### src/rtl/mem_access_ctrl_if.sv
// mem_access_ctrl_if: data-memory req/ack bus between the memory-stage controller and data memory
// master (controller): drives dm_req, dm_we, dm_addr, dm_wdata, dm_ben; samples dm_ack, dm_rdata
// slave (memory): the reverse
interface mem_access_ctrl_if;
  logic        dm_req;
  logic        dm_we;
  logic [31:0] dm_addr;
  logic [31:0] dm_wdata;
  logic [3:0]  dm_ben;
  logic        dm_ack;
  logic [31:0] dm_rdata;
  modport master (output dm_req, dm_we, dm_addr, dm_wdata, dm_ben, input dm_ack, dm_rdata);
  modport slave (input dm_req, dm_we, dm_addr, dm_wdata, dm_ben, output dm_ack, dm_rdata);
endinterface

### src/rtl/mem_access_ctrl.sv
// mem_access_ctrl: memory-stage controller issuing loads/stores over a req/ack bus and feeding mem_wb
// clk/rst: clock, async active-low reset; ex_*: EX/MEM slot; dm: data-memory bus (master)
// stall_o: holds upstream pipeline; mem_*: results for mem_wb; bus_err_o: sticky timeout; misalign_o: drop pulse
module mem_access_ctrl #(
  parameter int TIMEOUT_CYC = 16,
  localparam int TO_W = $clog2(TIMEOUT_CYC) + 1
) (
  input  logic        clk,
  input  logic        rst,
  input  logic        ex_valid,
  input  logic        ex_mem_read,
  input  logic        ex_mem_write,
  input  logic [1:0]  ex_mem_size,
  input  logic        ex_load_signed,
  input  logic        ex_lwsrc,
  input  logic [4:0]  ex_write_addr,
  input  logic        ex_reg_write,
  input  logic [31:0] ex_alu_result,
  input  logic [31:0] ex_store_data,
  mem_access_ctrl_if.master dm,
  output logic        stall_o,
  output logic        mem_lwsrc,
  output logic [4:0]  mem_write_addr_o,
  output logic        mem_reg_write,
  output logic [31:0] mem_movsrc_result,
  output logic [31:0] mem_dm_out,
  output logic        bus_err_o,
  output logic        misalign_o
);
  typedef enum logic [1:0] {IDLE, ACCESS, RESP} state_t;
  state_t state_q;
  logic [31:0] addr_q, daddr_q, wdata_q, ldata_q;
  logic [1:0] size_q;
  logic [3:0] ben_q;
  logic [4:0] wa_q;
  logic [TO_W-1:0] to_q;
  logic sign_q, lwsrc_q, rw_q, req_q, we_q, bus_err_q, misalign_q;
  logic memop, mis, pass, resp;
  logic [3:0] ben_d;
  logic [31:0] wdata_d, load_d;
  logic [7:0] byte_l;
  logic [15:0] half_l;
  assign memop = ex_valid & (ex_mem_read | ex_mem_write);
  assign mis = (ex_mem_size == 2'b01 & ex_alu_result[0]) | (ex_mem_size[1] & |ex_alu_result[1:0]);
  assign ben_d = ex_mem_size == 2'b00 ? 4'b0001 << ex_alu_result[1:0] :
                 ex_mem_size == 2'b01 ? (ex_alu_result[1] ? 4'b1100 : 4'b0011) : 4'b1111;
  assign wdata_d = ex_mem_size == 2'b00 ? {4{ex_store_data[7:0]}} :
                   ex_mem_size == 2'b01 ? {2{ex_store_data[15:0]}} : ex_store_data;
  assign byte_l = dm.dm_rdata[{addr_q[1:0], 3'b000} +: 8];
  assign half_l = addr_q[1] ? dm.dm_rdata[31:16] : dm.dm_rdata[15:0];
  assign load_d = size_q == 2'b00 ? {{24{sign_q & byte_l[7]}}, byte_l} :
                  size_q == 2'b01 ? {{16{sign_q & half_l[15]}}, half_l} : dm.dm_rdata;
  // rst gates the combinational paths so reset silences the stage in the same cycle
  assign pass = rst & state_q == IDLE & ~memop;
  assign resp = state_q == RESP;
  assign stall_o = rst & ((state_q == IDLE & memop) | state_q == ACCESS);
  assign mem_lwsrc = pass ? ex_lwsrc : resp & lwsrc_q;
  assign mem_write_addr_o = pass ? ex_write_addr : resp ? wa_q : 5'd0;
  assign mem_reg_write = pass ? ex_reg_write & ex_valid : resp & rw_q;
  assign mem_movsrc_result = pass ? ex_alu_result : resp ? addr_q : 32'd0;
  assign mem_dm_out = resp ? ldata_q : 32'd0;
  assign bus_err_o = bus_err_q;
  assign misalign_o = misalign_q;
  assign dm.dm_req = req_q;
  assign dm.dm_we = we_q;
  assign dm.dm_addr = daddr_q;
  assign dm.dm_wdata = wdata_q;
  assign dm.dm_ben = ben_q;
  always_ff @(posedge clk or negedge rst)
    if (!rst) begin
      state_q <= IDLE;
      {addr_q, daddr_q, wdata_q, ldata_q, size_q, ben_q, wa_q, to_q} <= '0;
      {sign_q, lwsrc_q, rw_q, req_q, we_q, bus_err_q, misalign_q} <= '0;
    end else
      case (state_q)
        IDLE: if (memop) begin
          addr_q <= ex_alu_result;
          size_q <= ex_mem_size;
          sign_q <= ex_load_signed;
          lwsrc_q <= ex_lwsrc;
          wa_q <= ex_write_addr;
          rw_q <= ex_reg_write & ~mis;
          ldata_q <= '0;
          to_q <= '0;
          misalign_q <= mis;
          req_q <= ~mis;
          we_q <= ~mis & ~ex_mem_read;
          daddr_q <= {ex_alu_result[31:2], 2'b00};
          wdata_q <= mis ? 32'd0 : wdata_d;
          ben_q <= mis ? 4'd0 : ben_d;
          state_q <= mis ? RESP : ACCESS;
        end
        ACCESS: if (dm.dm_ack || to_q == TO_W'(TIMEOUT_CYC - 1)) begin
          // an ack in the final allowed cycle still completes normally
          ldata_q <= dm.dm_ack ? load_d : 32'd0;
          rw_q <= rw_q & dm.dm_ack;
          bus_err_q <= bus_err_q | ~dm.dm_ack;
          req_q <= 1'b0;
          we_q <= 1'b0;
          ben_q <= 4'd0;
          state_q <= RESP;
        end else
          to_q <= to_q + TO_W'(1);
        default: begin
          misalign_q <= 1'b0;
          state_q <= IDLE;
        end
      endcase
endmodule
### src/flat_wrapper.sv
// flat-port wrapper written by rule: the top's interface ports become plain ports
module mem_access_ctrl_flat 
#(
  parameter int TIMEOUT_CYC = 16,
  localparam int TO_W = $clog2(TIMEOUT_CYC) + 1
)
  (clk, rst, ex_valid, ex_mem_read, ex_mem_write, ex_mem_size, ex_load_signed, ex_lwsrc, ex_write_addr, ex_reg_write, ex_alu_result, ex_store_data, stall_o, mem_lwsrc, mem_write_addr_o, mem_reg_write, mem_movsrc_result, mem_dm_out, bus_err_o, misalign_o, dm_dm_req, dm_dm_we, dm_dm_addr, dm_dm_wdata, dm_dm_ben, dm_dm_ack, dm_dm_rdata);
  mem_access_ctrl_if dm_i ();
  input  logic clk;
  input  logic rst;
  input  logic ex_valid;
  input  logic ex_mem_read;
  input  logic ex_mem_write;
  input  logic [1:0] ex_mem_size;
  input  logic ex_load_signed;
  input  logic ex_lwsrc;
  input  logic [4:0] ex_write_addr;
  input  logic ex_reg_write;
  input  logic [31:0] ex_alu_result;
  input  logic [31:0] ex_store_data;
  output logic stall_o;
  output logic mem_lwsrc;
  output logic [4:0] mem_write_addr_o;
  output logic mem_reg_write;
  output logic [31:0] mem_movsrc_result;
  output logic [31:0] mem_dm_out;
  output logic bus_err_o;
  output logic misalign_o;
  output wire logic [$bits(dm_i.dm_req)-1:0] dm_dm_req;
  output wire logic [$bits(dm_i.dm_we)-1:0] dm_dm_we;
  output wire logic [$bits(dm_i.dm_addr)-1:0] dm_dm_addr;
  output wire logic [$bits(dm_i.dm_wdata)-1:0] dm_dm_wdata;
  output wire logic [$bits(dm_i.dm_ben)-1:0] dm_dm_ben;
  input wire logic [$bits(dm_i.dm_ack)-1:0] dm_dm_ack;
  input wire logic [$bits(dm_i.dm_rdata)-1:0] dm_dm_rdata;
  assign dm_dm_req = dm_i.dm_req;
  assign dm_dm_we = dm_i.dm_we;
  assign dm_dm_addr = dm_i.dm_addr;
  assign dm_dm_wdata = dm_i.dm_wdata;
  assign dm_dm_ben = dm_i.dm_ben;
  assign dm_i.dm_ack = dm_dm_ack;
  assign dm_i.dm_rdata = dm_dm_rdata;
  mem_access_ctrl #(.TIMEOUT_CYC(TIMEOUT_CYC)) u_core (.clk(clk), .rst(rst), .ex_valid(ex_valid), .ex_mem_read(ex_mem_read), .ex_mem_write(ex_mem_write), .ex_mem_size(ex_mem_size), .ex_load_signed(ex_load_signed), .ex_lwsrc(ex_lwsrc), .ex_write_addr(ex_write_addr), .ex_reg_write(ex_reg_write), .ex_alu_result(ex_alu_result), .ex_store_data(ex_store_data), .dm(dm_i), .stall_o(stall_o), .mem_lwsrc(mem_lwsrc), .mem_write_addr_o(mem_write_addr_o), .mem_reg_write(mem_reg_write), .mem_movsrc_result(mem_movsrc_result), .mem_dm_out(mem_dm_out), .bus_err_o(bus_err_o), .misalign_o(misalign_o));
endmodule
### config.mk
export PLATFORM = sky130hd
export DESIGN_NAME = mem_access_ctrl_flat
export DESIGN_NICKNAME = d
export VERILOG_FILES = /design/src/rtl/mem_access_ctrl_if.sv /design/src/rtl/mem_access_ctrl.sv /design/src/flat_wrapper.sv
export SDC_FILE = /design/constraint.sdc
export NUM_CORES = 1
export LEC_CHECK = 0
export BUFFER_PORTS_ARGS = -buffer_cell sky130_fd_sc_hd__buf_2
export CORE_MARGIN = 1
export CORE_UTILIZATION = 30
export CTS_CLUSTER_DIAMETER = 30
export DETAILED_ROUTE_END_ITERATION = 10
export GPL_TIMING_DRIVEN = 0
export PLACE_DENSITY = 0.6
export SYNTH_ARGS = -nofsm -noshare
export SYNTH_HDL_FRONTEND = slang
export SYNTH_SLANG_ARGS = --single-unit
### constraint.sdc
create_clock -name clk -period 2 [get_ports clk]
set_input_delay 0.4 -clock clk [delete_from_list [all_inputs] [get_ports clk]]
set_output_delay 0.4 -clock clk [all_outputs]
set_load 0.02 [all_outputs]
==> results by stage <==
Synthesis:
- After synthesis, the most frequently instantiated cells are 216 x sky130_fd_sc_hd__nand2_1, 121 x sky130_fd_sc_hd__dfrtp_1, 57 x sky130_fd_sc_hd__o21ai_0.
- The number of standard cells after synthesis is 721.
- The cell taking the most area after synthesis is sky130_fd_sc_hd__dfrtp_1.
- The sequential cell area fraction in the yosys report is 47.2%.
- The share of synthesized area in the top cell type comes to 47.2%.
- The number of enable-type register cells in the synthesized netlist is 0.
- The most used standard cell by instance count after synthesis is sky130_fd_sc_hd__nand2_1.
- The average cell area after synthesis is 8.90 um^2.
- The flop and latch count out of synthesis is between 100 and 150.
- Ranked by total cell area, the synthesized netlist is headed by sky130_fd_sc_hd__dfrtp_1 47%, sky130_fd_sc_hd__nand2_1 13%, sky130_fd_sc_hd__a22o_1 6.3%.
- The fraction of registers with async set/reset is 100%.
- The Yosys step of the flow raised 0 warnings.
- The cell area after synthesis is 6420 um^2.
- The number of different library cells in the post-synthesis netlist is 47.
- The main flop type after synthesis is sky130_fd_sc_hd__dfrtp_1.

Setup path:
- The most used cell along the critical path is sky130_fd_sc_hd__buf_12.
- The largest driver fanout on the critical path is 5.
- STA classifies the critical path endpoint as an output port.
- STA classifies the critical path startpoint as a flop.
- The category of the critical setup timing path is reg -> out.
- The critical path goes through nor2b_4, buf_12, buf_12, buf_4, a32o_2, buf_6.
- The critical path data arrival time is 1.77 ns.
- For this run, the slowest stage of the critical path takes 0.46 ns.
- Among all stages on the critical path, the largest delay is contributed by sky130_fd_sc_hd__dfrtp_2.
- At the worst endpoint, the required time is about 1.6 ns.
- On the critical path the largest part of the delay comes from buffers and inverters.
- Counting both buffers and inverters, the worst setup path holds a total of 4.

Placement:
- The congestion estimate from routability-driven global placement came to 0.793.
- Summed over all nets, the half-perimeter wirelength after detailed placement is 16.0 mm.
- Buffers placed on the I/O ports in this run total 251.

Global route:
- Global routing used 20.7% of the available tracks across all layers.
- After global routing the overflow that remains totals 0.
- The pin count of the biggest net entering global routing is 44.
- The global-route wire length before repair is 34.5 mm.
- The initial antenna violation count is 2.
- The number of global-route vias before repair is 6,198.

Clock network:
- CTS built an H-tree with a depth of 4.
- After clock tree synthesis, the clock-pin slew on the worst setup and hold paths is around 0.060 ns.
- The buffer type at the clock tree root is sky130_fd_sc_hd__clkbuf_16.
- The CTS tree is built.
- Clock latency on the worst-skew pair, taken at its later pin, is about 0.42 ns.
- The number of sinks on the clock net is 121.
- The maximum buffer depth of the clock tree is 2.
- Buffers inserted during clock tree synthesis total 17.

STA:
- The final max-slew violation count is 0.
- On the final layout, the worst clock skew is 0.00853 ns.
- Setup repair after global routing could not meet its margin everywhere.
- Headroom to the max-slew limit came out at approximately 55%.
- For the pin with the worst max-slew slack, the measured transition is between 0.6 and 0.7 ns.
- The achievable clock frequency is 460 MHz.
- The final critical delay including setup and external delays is 2.17 ns.
- The tightest hold margin is 0.0206 ns.
- Setup violations remaining at the end of the flow were counted as 72.
- The final count of hold timing violations was 0.
- In the post-route analysis, the smallest setup slack over all paths is -0.175 ns.
- The worst path uses 109% of the clock period.

Final layout:
- The relative area change from synthesis to final layout is 51.3%.
- After the last flow step, the layout net total stands at 1,135.
- The number of diodes added for antenna fixing is 0.
- The share of layout cells above drive strength 1 is 40.9%.
- The final cell utilization of the core is between 40% and 50%.

Detailed routing:
- The total wire length is 23.0 mm.
- The total iterations of the first detailed-routing run is 5.
- The remaining routing DRC violations is 0.
- Dividing the detail-routed via count by the number of cells gives 4.82.
- In the final routed layout, each cell accounts on average for 17.6 um.
- The residual antenna-violating net count after detailed routing is 0.
- The final route contains 6,303 vias.
- The DRC marker count from the first detailed-route iteration is 325.

Floorplanning:
- The initial core utilization is 30.5%.
- The floorplan step defined a die boundary enclosing 22,000 um^2.
- The die boundary height is 148 um.
- The die outline width is 148 um.
- After floorplanning, the core was sized to cover between 20,000 and 25,000 um^2.
- The number of top-level pins is 256.
- The floorplan row count is 53.

Status:
- The final reports fail on setup timing.
- The run finished, with violations left.

Power:
- In this run the static leakage power is 0.00502 uW.
- VDD sags by at most 0.616 mV.
- The power per unit of standard cell area is 1110 nW/um^2.

Run:
- The reported max-cap violation count is 0.

Worst hold path:
- The worst min-delay path category is in -> async.
final cells by class:
class / count / area [um^2]
fillers: 2056 / 11300
multi-input cells: 516 / 3110
flip-flops and latches: 121 / 3030
repair buffers: 281 / 2040
plain buffers: 81 / 619
clock buffers: 18 / 439
well taps: 275 / 344
clock inverters: 13 / 123
inverters: 3 / 11.3
cell families after synthesis:
logic type	share of synthesized area, %
DFF	47.2
adders and majority gates	0.390
and+or+nand+nor	22.2
buffers and inverters	7.25
xor gates and xnor gates	0.683
AOI/OAI and AO/OA	16.0
muxes	6.26
other	0.0584
cell usage in the layout, fill, tap and decap left out, types with 20 or more instances in the layout:
cell                          n
sky130_fd_sc_hd__buf_2      205
sky130_fd_sc_hd__clkbuf_16   20
sky130_fd_sc_hd__o21ai_0     56
sky130_fd_sc_hd__dfrtp_1    120
sky130_fd_sc_hd__nand2_1    215
sky130_fd_sc_hd__mux2i_1     39
sky130_fd_sc_hd__buf_4       49
sky130_fd_sc_hd__buf_6       57
sky130_fd_sc_hd__a22o_1      46
sky130_fd_sc_hd__and2_4      31
worst reg2reg max path: stages (launching register included):
cell	delay (ns)
sky130_fd_sc_hd__dfrtp_1	0.40
sky130_fd_sc_hd__ha_1	0.18
sky130_fd_sc_hd__and3_1	0.19
sky130_fd_sc_hd__ha_2	0.25
sky130_fd_sc_hd__nor2_4	0.06
sky130_fd_sc_hd__a2bb2oi_4	0.15
sky130_fd_sc_hd__buf_12	0.15
sky130_fd_sc_hd__buf_4	0.13
sky130_fd_sc_hd__a21o_1	0.14
sky130_fd_sc_hd__a32o_1	0.19
power by group:
group          leakage [uW]  total (uW)  internal, uW  switching (uW)
logic               0.00319        4250          1860            2390
clock network      0.000265        2960          1750            1220
registers           0.00157        3570          3110             458
total               0.00502       10800          6720            4060
routing by layer:
| layer | share of wire, % | up-vias | global-route usage [%] |
|---|---|---|---|
| li1 | - | 3019 | - |
| met1 | 44 | 3015 | 26.8 |
| met2 | 48 | 244 | 34.5 |
| met3 | 6.1 | 23 | 5.55 |
| met4 | 1.4 | 2 | 4.79 |
| met5 | 0.057 | - | 0 |
sequential cells by signal, indices dropped and copies added (netlist names):
| signal | count |
|---|---|
| u_core.bus_err_o | 1 |
| u_core.size_q | 2 |
| u_core.rw_q | 1 |
| u_core.misalign_o | 1 |
| u_core.ldata_q | 32 |
| u_core.to_q | 5 |
| u_core.state_q | 2 |
| u_core.dm.dm_ben | 4 |
| u_core.lwsrc_q | 1 |
| u_core.sign_q | 1 |
| u_core.dm.dm_wdata | 32 |
| u_core.dm.dm_addr | 1 |
| u_core.addr_q | 31 |
| u_core.dm.dm_req | 1 |
| u_core.dm.dm_we | 1 |
| u_core.wa_q | 5 |
per-stage QoR:
stage / cells / total power (uW) / cell area [um^2] / setup WS (ns) / TNS (ns)
2_1_floorplan: 722 / 5890 / 6420 / 0.0340 / 0
3_3_place_gp: 1248 / 7170 / 8020 / -2.46 / -266.08
3_5_place_dp: 1249 / 7220 / 8050 / -0.833 / -52.52
4_1_cts: 1299 / 10600 / 9260 / -0.180 / -10.28
5_1_grt: 1308 / 11400 / 9710 / -0.237 / -12.75
6_report: 1308 / 10800 / 9710 / -0.175 / -8.30
final timing paths:
kind	slack [ns]	depth (start not counted)	endpoint	startpoint
worst max-delay path	-0.17	6	mem_reg_write	u_core.state_q[1]$_DFFE_PN0P_
worst min-delay path	0.02	3	u_core.ldata_q[19]$_DFFE_PN0P_	rst
worst max register to register	0.06	9	u_core.rw_q$_DFFE_PN0P_	u_core.to_q[0]$_DFFE_PN0P_
worst min register to register	0.47	2	u_core.dm.dm_req$_DFFE_PN0P_	u_core.dm.dm_req$_DFFE_PN0P_
max in group asynchronous	1.68	2	u_core.sign_q$_DFFE_PN0P_	rst
min in group clk	0.19	3	u_core.addr_q[10]$_DFFE_PN0P_	ex_alu_result[10]
repair_timing:
item                                   CTS  global route
endpoints found under the hold margin   37             0
cloned                                   3             3
pin swaps                               19            23
hold buffers                             3             0
resized for setup                      123           102
buffers inserted                        14             6
setup endpoints to repair              130           109
(Power assumes the default switching activity.)
